### src/rtl/upb_axis_pkg.sv
// upb_axis_pkg: shared widths, arbiter state type and round-robin search helper
package upb_axis_pkg;
   localparam int DATA_W    = 256;
   localparam int KEEP_W    = DATA_W / 8;
   localparam int LEN_W     = 14;
   localparam int IDX_W     = 3;
   localparam int MAX_PORTS = 8;

   typedef enum logic {IDLE, BUSY} arb_state_t;

   // First set bit of v at or above start, wrapping modulo n; 0 when v is empty.
   // Scanning k downward lets the smallest distance from start win.
   function automatic logic [IDX_W-1:0] rr_next(input logic [MAX_PORTS-1:0] v,
                                                input logic [IDX_W-1:0] start,
                                                input int n);
      logic [IDX_W-1:0] r;
      int j;
      r = '0;
      for (int k = n - 1; k >= 0; k--) begin
         j = (int'(start) + k) % n;
         if (v[j[IDX_W-1:0]]) r = j[IDX_W-1:0];
      end
      return r;
   endfunction
endpackage

### src/rtl/upb_rr_select.sv
// upb_rr_select: combinational round-robin priority encoder
//   req   : request vector, one bit per port
//   start : index the search begins at (wraps modulo N)
//   idx   : first requesting index at or above start
//   any   : at least one request present
module upb_rr_select
   import upb_axis_pkg::*;
#(
   parameter int N = 4
) (
   input  logic [N-1:0]     req,
   input  logic [IDX_W-1:0] start,
   output logic [IDX_W-1:0] idx,
   output logic             any
);
   assign idx = rr_next(MAX_PORTS'(req), start, N);
   assign any = |req;
endmodule

### src/rtl/upb_input_arbiter.sv
// upb_input_arbiter: packet-granular round-robin merge of N AXI-Stream slaves onto one master
//   axi_aclk/axi_reset : clock, asynchronous active-high reset
//   s_axis_*           : per-port slave streams, port i in slice i
//   m_axis_*           : merged stream plus src_port of the granted slave
//   pkt_count          : per-port count of forwarded packets (wraps)
module upb_input_arbiter
   import upb_axis_pkg::*;
#(
   parameter int C_NUM_PORTS  = 4,
   parameter int C_DATA_WIDTH = DATA_W,
   parameter int C_LEN_WIDTH  = LEN_W,
   parameter int C_CNT_WIDTH  = 32
) (
   input  logic                                axi_aclk,
   input  logic                                axi_reset,
   input  logic [C_NUM_PORTS*C_DATA_WIDTH-1:0] s_axis_tdata,
   input  logic [C_NUM_PORTS*C_DATA_WIDTH/8-1:0] s_axis_tkeep,
   input  logic [C_NUM_PORTS-1:0]              s_axis_tuser,
   input  logic [C_NUM_PORTS*C_LEN_WIDTH-1:0]  s_axis_tuser_packet_length,
   input  logic [C_NUM_PORTS-1:0]              s_axis_tvalid,
   input  logic [C_NUM_PORTS-1:0]              s_axis_tlast,
   output logic [C_NUM_PORTS-1:0]              s_axis_tready,
   output logic [C_DATA_WIDTH-1:0]             m_axis_tdata,
   output logic [C_DATA_WIDTH/8-1:0]           m_axis_tkeep,
   output logic                                m_axis_tuser,
   output logic [C_LEN_WIDTH-1:0]              m_axis_tuser_packet_length,
   output logic                                m_axis_tvalid,
   input  logic                                m_axis_tready,
   output logic                                m_axis_tlast,
   output logic [IDX_W-1:0]                    m_axis_tuser_src_port,
   output logic [C_NUM_PORTS*C_CNT_WIDTH-1:0]  pkt_count
);
   localparam int KW = C_DATA_WIDTH / 8;
   localparam int SW = (C_NUM_PORTS > 1) ? $clog2(C_NUM_PORTS) : 1;

   arb_state_t state, state_n;
   logic [IDX_W-1:0] grant, grant_n, rr_ptr, rr_ptr_n, grant_inc, start, sel_idx;
   logic [C_NUM_PORTS-1:0] req, gmask;
   logic [SW-1:0] g;
   logic busy, sel_any, hs_last;

   assign busy      = state == BUSY;
   assign g         = grant[SW-1:0];
   assign grant_inc = (int'(grant) == C_NUM_PORTS - 1) ? '0 : grant + 1'b1;
   assign gmask     = {{(C_NUM_PORTS-1){1'b0}}, 1'b1} << g;
   // While busy the search only matters at packet end and skips the finishing port,
   // so a lone requester drops back to IDLE and re-arbitrates from rr_ptr.
   assign start = busy ? grant_inc : rr_ptr;
   assign req   = busy ? s_axis_tvalid & ~gmask : s_axis_tvalid;

   upb_rr_select #(.N(C_NUM_PORTS)) u_sel (
      .req   (req),
      .start (start),
      .idx   (sel_idx),
      .any   (sel_any)
   );

   assign m_axis_tdata               = busy ? s_axis_tdata[g*C_DATA_WIDTH +: C_DATA_WIDTH] : '0;
   assign m_axis_tkeep               = busy ? s_axis_tkeep[g*KW +: KW] : '0;
   assign m_axis_tuser_packet_length = busy ? s_axis_tuser_packet_length[g*C_LEN_WIDTH +: C_LEN_WIDTH] : '0;
   assign m_axis_tuser               = busy & s_axis_tuser[g];
   assign m_axis_tvalid              = busy & s_axis_tvalid[g];
   assign m_axis_tlast               = busy & s_axis_tlast[g];
   assign m_axis_tuser_src_port      = grant;
   assign s_axis_tready              = (busy & m_axis_tready) ? gmask : '0;
   assign hs_last                    = m_axis_tvalid & m_axis_tready & m_axis_tlast;

   always_comb begin
      state_n  = state;
      grant_n  = grant;
      rr_ptr_n = rr_ptr;
      if (!busy) begin
         state_n = sel_any ? BUSY : IDLE;
         grant_n = sel_any ? sel_idx : grant;
      end else if (hs_last) begin
         rr_ptr_n = grant_inc;
         state_n  = sel_any ? BUSY : IDLE;
         grant_n  = sel_any ? sel_idx : grant;
      end
   end

   always_ff @(posedge axi_aclk or posedge axi_reset) begin
      if (axi_reset) begin
         state     <= IDLE;
         grant     <= '0;
         rr_ptr    <= '0;
         pkt_count <= '0;
      end else begin
         state  <= state_n;
         grant  <= grant_n;
         rr_ptr <= rr_ptr_n;
         if (hs_last) pkt_count[g*C_CNT_WIDTH +: C_CNT_WIDTH] <= pkt_count[g*C_CNT_WIDTH +: C_CNT_WIDTH] + 1'b1;
      end
   end
endmodule

### config.mk
export PLATFORM = sky130hd
export DESIGN_NAME = upb_input_arbiter
export DESIGN_NICKNAME = d
export VERILOG_FILES = /design/src/rtl/upb_axis_pkg.sv /design/src/rtl/upb_rr_select.sv /design/src/rtl/upb_input_arbiter.sv
export SDC_FILE = /design/constraint.sdc
export NUM_CORES = 1
export LEC_CHECK = 0
export BUFFER_PORTS_ARGS = -buffer_cell sky130_fd_sc_hd__buf_2
export CAP_MARGIN = 20
export CORE_AREA = 5 5 643 645
export CTS_CLUSTER_SIZE = 28
export DETAILED_ROUTE_END_ITERATION = 16
export DIE_AREA = 0 0 648 650
export GPL_TIMING_DRIVEN = 0
export PLACE_DENSITY = 0.3
export SETUP_SLACK_MARGIN = 0.4
export SYNTH_ARGS = -nofsm -noshare
export SYNTH_HDL_FRONTEND = slang
export SYNTH_HIERARCHICAL = 1
export SYNTH_SLANG_ARGS = --single-unit
### constraint.sdc
create_clock -name axi_aclk -period 4.3 [get_ports axi_aclk]
set_input_delay 0.215 -clock axi_aclk [delete_from_list [all_inputs] [get_ports axi_aclk]]
set_output_delay 0.215 -clock axi_aclk [all_outputs]
set_load 0.02 [all_outputs]
==> impl_results.md <==
* Syn Nets at 2,516
* TNS Setup at 0 ns
* TritonCTS clock tree: yes
* Count of final setup violators at 0
* Synth Instances at 1,284
* Initial core utilization at 3.88%
* Worst-path fanout max at 10
* Placed cell areas at 0.0311 sq mm
* Total die area at 0.421 sq mm
* RR Startpoint: m_axis_tuser_src_port[1]$_DFFE_PP0P_
* HPWL Detailed at 349,000 microns
* Overflow after GRT at 0
* Core Box Area at 0.408 sq mm
* Layout cells sized above 1 at 71.9%
* # DRC at 0
* Hold/Removal Path Class: input pin to flop
* Unrepaired setup endpoints after global routing: no
* Worst skew pair latency at 0.49 ns
* Setup CP Type: flop to output port
* Via count at 23,400
* First-pass GRT wire length at 420,000 microns
* Final hold violations at 0
* Reg-to-reg slack, setup at 0.54 ns
* Vias in the first global route at 22,700
* Clock Power Share at 8.0%
* FF-to-FF path depth at 9
* Crit end category: output port
* Synthesized area per cell at 12.3 sq um
* CTS root buf: clkbuf_16
* Clock sinks at 134
* Standby leakage power at 13.2 nW
* Status: finished, final reports clean
* Die width at 648 microns
* # IOs at 1,663
* Mean routed wirelength per cell at 42.5 microns
* Synth Cell Area at 0.0158 sq mm
* Crit path setup slack, layout at 0.493 ns
* H-tree depth at 4
* Sequential power share at 6.6%
* Fin. max-slew vios at 0
* Data required, critical path at 4.09 ns
* Clock skew at 0.0231 ns
* Switching Fraction at 61.8%
* Max clock buf depth at 2
* Internal power at 0.00791 W
* F_max at 263 MHz
* Num rows at 235
* GRT Total Usage at 16.7%
* P per Cell Area at 634 mW/mm^2
* Peak supply drop at 0.260 mV
* Worst Path Arrival at 3.59 ns
* Max cap viols at 0
* Clk slew on worst S/H paths at 0.09 ns
* Initial antenna violation count at 484
* Area Growth Syn to Fin at 107%
* Syn. warnings at 6
* Critical Path Start Type: flop
* Net Switching at 0.0128 W
* Relative max-transition margin at 37.1%
* Hold path startpoint: m_axis_tready
* Slew @ Worst Pin at 0.940 ns
* Gate power share at 85.4%
* WHS Path Cells at 3
* R2R Path End: pkt_count[51]$_DFFE_PP0P_
* Crit share post-route at 88.5%
* Placer congestion estimate at 0.966
* Final nets at 4,213
* Total iterations of the first detailed-routing run at 5
* Worst Hold Path EP: busy$_DFF_PP0_
* Final ANT Viol Nets at 0
* Minimum clock period after layout at 3.81 ns
* Vias per cell at 2.71
* Largest net degree at the start of global routing at 71
* Die Y at 650 microns
* WL final at 367,000 microns
* IO Port Bufs at 1,662
* DR iter-0 viols at 1,844
* Design area at 0.0326 sq mm
* Total CTS buffers at 17
* Pre-CTS WS at -2.11 ns
[sequential cells by signal, indices dropped and copies added, names as in the netlist]
signal / flops
busy: 1
pkt_count: 128
m_axis_tuser_src_port: 3
rr_ptr: 2
[power groups by stage]
stage	combinational, W	clock [W]	sequential [W]
global placement	0.0183	0	0.00140
finish	0.0177	0.00166	0.00137
detailed placement	0.0183	0	0.00140
global route	0.0185	0.00175	0.00138
CTS	0.0186	0.00169	0.00137
floorplan	0.00798	0	0.00141
[worst max-delay path: stages, from the launching register on]
cell and delay (ns):
dfrtp_2 0.45, buf_6 0.20, buf_6 0.23, buf_8 0.24, buf_12 0.20, clkbuf_16 0.22
clkbuf_1 0.30, buf_8 0.24, mux4_2 0.21, and2_1 0.43, buf_2 0.27
[placed cells by master (no fill, tap or decap), types with 7 or more instances in the layout]
cell       count
buf_4         22
nor2_1        15
mux2_2         7
o21ai_0       81
diode_2      192
a22o_1        44
ha_1           9
inv_1         10
mux4_2       325
nand3_1       14
nand2_1      102
xor2_1        11
xnor2_1       19
buf_8          9
dfrtp_1      132
mux4_1        12
and2_1       305
clkbuf_1      45
clkbuf_2      22
clkbuf_16     18
clkbuf_4      10
nand4_1       10
buf_2       1684
[routing by layer]
layer  track usage [%]  up-vias  wire length [microns]
met2              32.6     2050                 198000
met1              17.5    11800                 129000
met4              2.67      120                  10200
li1                  -     8684                      -
met5                 0        -                    811
met3              5.10      800                  29100
[per-stage QoR]
step | hold slack [ns] | util, % | total power (W) | cells
floorplan | 0.459 | - | 0.00939 | 1284
global placement | 0.488 | 7.59 | 0.0197 | 8397
detailed placement | 0.378 | 7.64 | 0.0197 | 8407
CTS | 0.187 | 7.89 | 0.0217 | 8445
global route | 0.240 | 7.93 | 0.0216 | 8508
finish | 0.225 | 8.01 | 0.0207 | 8637
[worst max-delay path by stage]
stage,slack [ns],to,depth (start not counted),from
CTS,0.38,m_axis_tdata[27],8,m_axis_tuser_src_port[0]$_DFFE_PP0P_
global placement,-2.88,pkt_count[8]$_DFFE_PP0P_,13,m_axis_tuser_src_port[1]$_DFFE_PP0P_
global route,0.40,m_axis_tdata[27],8,m_axis_tuser_src_port[0]$_DFFE_PP0P_
finish,0.49,m_axis_tdata[219],10,m_axis_tuser_src_port[1]$_DFFE_PP0P_
floorplan,0.50,busy$_DFF_PP0_,1,axi_reset
detailed placement,-2.11,pkt_count[8]$_DFFE_PP0P_,13,m_axis_tuser_src_port[1]$_DFFE_PP0P_
[area by class of cell]
class,count,area [sq um]
well taps,5451,6820
repair buffers,1680,8560
diodes,192,480
fillers,48000,375000
flip-flops and latches,134,3360
multi-input cells,1001,11800
clock inverters,15,206
plain buffers,136,912
inverters,11,46.3
clock buffers,17,425
[what timing repair did]
action                     CTS  global route
hold buffers                 1             0
gates resized for setup    115             3
pin swaps                    2             0
hold endpoints to repair    64             0
setup endpoints to repair  438            11
setup buffers                7             0
Note: power is estimated with default switching activity, not from simulation.
